File: src/rtl/up_sync_counter_pkg.sv
// up_sync_counter_pkg: shared constants and helpers for the synchronous counter family
package up_sync_counter_pkg;
  localparam int MAX_WIDTH = 16;
  function automatic bit is_pow2(input int v);
    return (v > 0) && ((v & (v - 1)) == 0);
  endfunction
endpackage

File: src/rtl/up_sync_counter_if.sv
// up_sync_counter_if: control and status bundle between a counter and its user
interface up_sync_counter_if #(parameter int WIDTH = 4);
  logic             en;
  logic             load;
  logic [WIDTH-1:0] load_val;
  logic [WIDTH-1:0] count_out;
  logic             tc;
  logic             wrapped;
  modport master(output en, load, load_val, input count_out, tc, wrapped);
  modport slave(input en, load, load_val, output count_out, tc, wrapped);
endinterface

File: src/rtl/up_sync_counter_tff_cell.sv
// up_sync_counter_tff_cell: one counter bit as a T flip-flop with async clear and sync load
module up_sync_counter_tff_cell (
  input  logic clk,
  input  logic reset,
  input  logic i_ld,
  input  logic i_d,
  input  logic i_t,
  output logic o_q
);
  // load beats toggle; reset clears without waiting for the clock
  always_ff @(posedge clk or posedge reset)
    if (reset) o_q <= 1'b0;
    else if (i_ld) o_q <= i_d;
    else if (i_t) o_q <= ~o_q;
endmodule

File: src/rtl/up_sync_counter.sv
// up_sync_counter: modulo-N synchronous up-counter with load, terminal count and wrap pulse
module up_sync_counter
  import up_sync_counter_pkg::*;
#(
  parameter int WIDTH   = 4,
  parameter int MODULUS = 16
) (
  input logic           clk,
  input logic           reset,
  up_sync_counter_if.slave s
);
  localparam bit               NATURAL = is_pow2(MODULUS) && (MODULUS == (1 << WIDTH));
  localparam logic [WIDTH-1:0] LAST    = WIDTH'(MODULUS - 1);
  localparam logic [WIDTH:0]   MOD_EXT = (WIDTH + 1)'(MODULUS);
  if (WIDTH < 1 || WIDTH > MAX_WIDTH || MODULUS < 2 || MODULUS > (1 << WIDTH)) begin : g_bad_param
    $error("up_sync_counter: MODULUS %0d illegal for WIDTH %0d", MODULUS, WIDTH);
  end
  logic [WIDTH-1:0] w_count;
  logic [WIDTH-1:0] w_t;
  logic [WIDTH-1:0] w_d;
  logic             w_at_last;
  logic             w_ld;
  logic             w_load_ok;
  logic             r_wrapped;
  // a short modulus clears at its last value by reusing the load path with d=0
  always_comb begin
    w_at_last = w_count == LAST;
    w_load_ok = {1'b0, s.load_val} < MOD_EXT;
    w_ld      = s.load | (s.en & w_at_last & !NATURAL);
    w_d       = (s.load & w_load_ok) ? s.load_val : '0;
  end
  // bit i toggles only when every lower bit is 1 and counting is enabled
  always_comb begin
    w_t    = '0;
    w_t[0] = s.en;
    for (int i = 1; i < WIDTH; i++) w_t[i] = w_t[i-1] & w_count[i-1];
  end
  for (genvar b = 0; b < WIDTH; b++) begin : g_bit
    up_sync_counter_tff_cell u_cell (
      .clk  (clk),
      .reset(reset),
      .i_ld (w_ld),
      .i_d  (w_d[b]),
      .i_t  (w_t[b]),
      .o_q  (w_count[b])
    );
  end
  // one-cycle pulse after a counting wrap; loads never raise it
  always_ff @(posedge clk or posedge reset)
    if (reset) r_wrapped <= 1'b0;
    else r_wrapped <= !s.load & s.en & w_at_last;
  assign s.count_out = w_count;
  assign s.tc        = s.en & w_at_last;
  assign s.wrapped   = r_wrapped;
endmodule

File: src/flat_wrapper.sv
// flat-port wrapper written by rule: the top's interface ports become plain ports
module up_sync_counter_flat import up_sync_counter_pkg::*;
#(
  parameter int WIDTH   = 4,
  parameter int MODULUS = 16
)
  (clk, reset, s_en, s_load, s_load_val, s_count_out, s_tc, s_wrapped);
  up_sync_counter_if #(.WIDTH(WIDTH)) s_i ();
  input logic clk;
  input logic reset;
  input wire logic [$bits(s_i.en)-1:0] s_en;
  input wire logic [$bits(s_i.load)-1:0] s_load;
  input wire logic [$bits(s_i.load_val)-1:0] s_load_val;
  output wire logic [$bits(s_i.count_out)-1:0] s_count_out;
  output wire logic [$bits(s_i.tc)-1:0] s_tc;
  output wire logic [$bits(s_i.wrapped)-1:0] s_wrapped;
  assign s_i.en = s_en;
  assign s_i.load = s_load;
  assign s_i.load_val = s_load_val;
  assign s_count_out = s_i.count_out;
  assign s_tc = s_i.tc;
  assign s_wrapped = s_i.wrapped;
  up_sync_counter #(.WIDTH(WIDTH), .MODULUS(MODULUS)) u_core (.clk(clk), .reset(reset), .s(s_i));
endmodule
File: config.mk
export PLATFORM = sky130hd
export DESIGN_NAME = up_sync_counter_flat
export DESIGN_NICKNAME = d
export VERILOG_FILES = /design/src/rtl/up_sync_counter_pkg.sv /design/src/rtl/up_sync_counter_if.sv /design/src/rtl/up_sync_counter_tff_cell.sv /design/src/rtl/up_sync_counter.sv /design/src/flat_wrapper.sv
export SDC_FILE = /design/constraint.sdc
export NUM_CORES = 1
export LEC_CHECK = 0
export CORE_AREA = 5 5 42 44
export CTS_BUF_LIST = sky130_fd_sc_hd__clkbuf_16
export CTS_CLUSTER_DIAMETER = 150
export CTS_CLUSTER_SIZE = 12
export DETAILED_ROUTE_END_ITERATION = 10
export DIE_AREA = 0 0 47 49
export HOLD_SLACK_MARGIN = 0.06
export PLACE_DENSITY = 0.48
export SLEW_MARGIN = 0
export SYNTH_ARGS = -nofsm -noshare
export SYNTH_HDL_FRONTEND = slang
export SYNTH_SLANG_ARGS = --single-unit
File: constraint.sdc
create_clock -name clk -period 1.7 [get_ports clk]
set_input_delay 0.51 -clock clk [delete_from_list [all_inputs] [get_ports clk]]
set_output_delay 0.51 -clock clk [all_outputs]
set_load 0.02 [all_outputs]
Yosys cells after proc, flatten, opt, wreduce, memory -nomap -nowiden
Cells that the tools add are included.
{"block": "classes", "eq_ne": 1, "bitwise": 10, "mux": 8, "n_reduce_logical": 5}
{"operator": "1-bit two-way mux", "n": 8}
{"operator": "2-bit nonzero test", "n": 4}
{"operator": "1-bit bitwise AND", "n": 6}
{"operator": "4-bit == test (second input constant)", "n": 1}
{"operator": "1-bit inverter", "n": 4}
{"operator": "1-bit logical NOT", "n": 1}
{"block": "totals", "input_bits": 8, "output_inout_bits": 6, "wordCells": 29, "register_bits": 5}

Depth between registers and ports, before layout
{"block": "depth", "word_depth": 5, "mapped_depth": 3, "mapped_depth_nobuf": 3}

Cells and area by module
A second synthesis with hierarchy kept.
{"block": "unflattened", "hier_cells": 34, "area_unflattened_um2": 282.8}
{"mod": "up_sync_counter_tff_cell", "instances": 4, "area_per_inst_um2": 46.3, "cells_per_inst": 5, "seq_area_each_um2": 25.0}
{"mod": "up_sync_counter", "instances": 1, "area_per_inst_um2": 97.6, "cells_per_inst": 14, "seq_area_each_um2": 25.0}

Worst setup path after synthesis
Ideal clock, no wire load.
{"block": "synth_timing", "path_type": "input-to-output", "start": "in s_en", "end": "out s_tc", "path_slack_ns": 0.261, "n_path_buf": 0, "arrival_ns": 0.929, "stages": 2, "required_ns": 1.190, "cell_sequence": "nand4_2 nor2_1"}
{"block": "synth_between", "elab_chain_len": 1}
{"element": "start, declared", "line": "flat_wrapper.sv:11", "text": "input wire logic [$bits(s_i.en)-1:0] s_en;"}
{"element": "1-bit bitwise AND"}
{"element": "end, declared", "line": "flat_wrapper.sv:15", "text": "output wire logic [$bits(s_i.tc)-1:0] s_tc;"}
No other way between the ends.

Final worst setup path
{"block": "layout_timing", "start": "reg u_core.r_wrapped (netlist: u_core.s.wrapped)", "end": "out s_wrapped"}
{"element": "start, declared", "line": "up_sync_counter.sv:24", "text": "logic r_wrapped;"}
{"element": "start signal, assigned", "line": "up_sync_counter.sv:51", "text": "else r_wrapped <= !s.load & s.en & w_at_last;"}
{"element": "end, declared", "line": "flat_wrapper.sv:16", "text": "output wire logic [$bits(s_i.wrapped)-1:0] s_wrapped;"}
No word-level cell between the ends.

==> flow_metrics.py <==
metrics = {
    "status": {
        "status": "finished clean",
    },
    "floorplan": {
        "io_pins": 14,
        "dieArea_um2": 2300,
        "die_h_um": 49,
        "rows": 14,
        "die_x_um": 47,
        "initial_utilization_pct": 19.0,
        "core_um2": 1400,
    },
    "finish": {
        "final_cell_area_um2": 494,
        "nNetsFinal": 55,
        "drive_gt1_share_pct": 21.7,
        "final_cells": 62,
        "syn_to_final_growth_pct": 85.4,
        "n_antenna_cell": 0,
    },
    "logic_synthesis": {
        "syn_area_per_cell_um2": 9.19,
        "ys.flop_type": "dfrtp_1",
        "synth_top_area_share_pct": 46.9,
        "synthesis.nets": 37,
        "ys_seq_area_share_pct": 46.9,
        "synth_top_area_cell": "dfrtp_1",
        "netlist_area_um2": 267,
        "yosys_warnings": 0,
        "synthDistinctLibCells": 13,
        "synth_area_leaders": "dfrtp_1 (47%), buf_4 (11%), nand2_1 (7.0%)",
        "synth_commonest_cells": "dfrtp_1 (5), nand2_1 (5), buf_4 (4)",
        "synth_edf_count": 0,
        "async_flop_share_pct": 100,
        "synthCells": 29,
        "ys_seq_elements": 5,
    },
    "clock_tree": {
        "hold_buffers": 0,
        "clockBufferDepth": 2,
        "tritoncts": "done",
        "root_buffer": "clkbuf_16",
        "clkTransAtPathRegs_ns": 0.03,
        "cts_made_buffers": 3,
        "clock_latency_ns": 0.23,
        "htree_levels": 1,
        "clkSinkCount": 5,
        "cts_setup_buffers": 0,
    },
    "timing": {
        "drv_slew": 0,
        "slew_headroom_pct": 79.9,
        "worst_slew_pin_slew_ns": 0.300,
        "rsz0062_at_grt": "no",
        "fin_skew_ns": 0.00323,
        "post-route-min-period_ns": 1.65,
        "max_freq_ghz": 0.608,
        "setup_viol_count_final": 0,
        "finalSetupTns_ns": 0,
        "fin_crit_sh_pct": 96.8,
        "hold_viol": 0,
    },
    "critical_path": {
        "startpoint_type": "flop",
        "cp.arrival_ns": 1.14,
        "path_delay_family": "buffers and inverters",
        "crit_required_ns": 1.19,
        "worstSetupEndpointType": "output port",
        "r2r_start": "u_core.g_bit[2].u_cell.o_q",
        "cp.depth": 1,
        "crit_slowest_cell": "clkdlybuf4s50_1",
        "reg2reg_slack_ns": 0.70,
        "crit_path_max_fanout": 1,
        "cp-startpoint": "u_core.s.wrapped",
        "path_buf_inv": 1,
        "reg2reg_depth": 4,
        "cpPeakStageDelay_ns": 0.59,
        "crit_chain": "clkdlybuf4s50_1",
        "setup.worst_path.class": "flop to output port",
    },
    "power_and_ir_drop": {
        "ir_drop_uv": 456,
        "p_leak_nw": 0.243,
        "power_density_nw_per_um2": 1270,
    },
    "placed_design": {
        "place_inst": 58,
        "place_congestion": 0.630,
        "dpl-instance-area_um2": 420,
        "port_buffers": 13,
        "dp_hpwl_um": 462,
    },
    "route": {
        "drtIter0Drc": 7,
        "avgViaCountPerCell": 3.84,
        "drtAntennaViolNets": 0,
        "drt-total-wl_um": 640,
        "num_vias": 238,
        "drcViolationCount": 0,
        "drt_pass1_iterations": 2,
        "wl_per_cell_um": 10.3,
    },
    "min_path": {
        "hold_path.class": "input pin to asynchronous set/reset pin",
    },
    "global_route": {
        "overflow": 0,
        "grt_usage_pct": 6.79,
        "antenna_found_initial": 0,
        "grt_pass1_vias": 232,
        "grt_max_degree": 10,
        "grt_pass1_wl_um": 966,
    },
    "run": {
        "maxCapViolCount": 0,
    },
}
[path summary, 6_finish.rpt]
path | to
max | s_wrapped
max in group asynchronous | u_core.g_bit[1].u_cell.o_q
min reg2reg | u_core.s.wrapped
min in group clk | u_core.s.wrapped
min | u_core.g_bit[2].u_cell.o_q
max reg2reg | u_core.g_bit[3].u_cell.o_q
[power breakdown]
| part | leakage, nW | switching, W | internal [W] |
|---|---|---|---|
| Sequential | 0.0622 | 0.00000816 | 0.000132 |
| Clock | 0.0423 | 0.0000764 | 0.000305 |
| Combinational | 0.139 | 0.0000508 | 0.0000551 |
| Total | 0.243 | 0.000135 | 0.000492 |
[final cells by class]
class	instances	area, µm²
clock buffers	3	75.1
fillers	163	907
repair buffers	18	163
flip-flops and latches	5	125
clock inverters	1	3.75
well taps	16	20.0
multi-input cells	17	100
inverters	2	7.51
[stage by stage]
| stage | setup slack, ns | util, % | total power (W) | hold WS [ns] |
|---|---|---|---|---|
| floorplan | 0.261 | - | 0.000208 | 0.289 |
| global placement | -0.643 | 30.0 | 0.000256 | 0.558 |
| detailed placement | -0.661 | 30.0 | 0.000257 | 0.561 |
| CTS | 0.0146 | 35.1 | 0.000641 | 0.496 |
| global route | 0.0205 | 35.3 | 0.000656 | 0.523 |
| finish | 0.0542 | 35.3 | 0.000627 | 0.489 |
[cells by family after synthesis]
logic type	after synthesis	synth area share (%)
xor+xnor	4	13.1
compound gates	4	7.51
simple gates	9	16.9
flops	5	46.9
buf+inv	7	15.5
[what timing repair did]
action / in CTS / in global routing
pin swaps: 1 / 0
gates resized for setup: 9 / 1
gates cloned: 0 / 0
setup endpoints to repair: 4 / 1
[state kept, by name (all words and copies together), names as in the netlist]
name,count
u_core.g_bit.u_cell.o_q,4
u_core.s.wrapped,1
[placed cells by master, fill, tap and decap left out, drive strengths merged]
master	n
nor2	1
dlymetal6s2s	1
o21ai	4
inv	3
nand3	1
xnor2	2
xor2	2
dfrtp	5
nand4	1
dlygate4sd2	4
buf	6
clkdlybuf4s50	7
nor3	1
clkbuf	3
nand2	5
[per-layer routing]
layer / vias to the layer above / global-route usage, % / wire length (µm)
met4: 0 / 8.29 / 29
met3: 4 / 3.32 / 63
met1: 100 / 6.46 / 217
met5: - / 0 / 0
met2: 11 / 9.05 / 329
li1: 123 / - / -
Note: power is estimated with default switching activity, not from simulation.
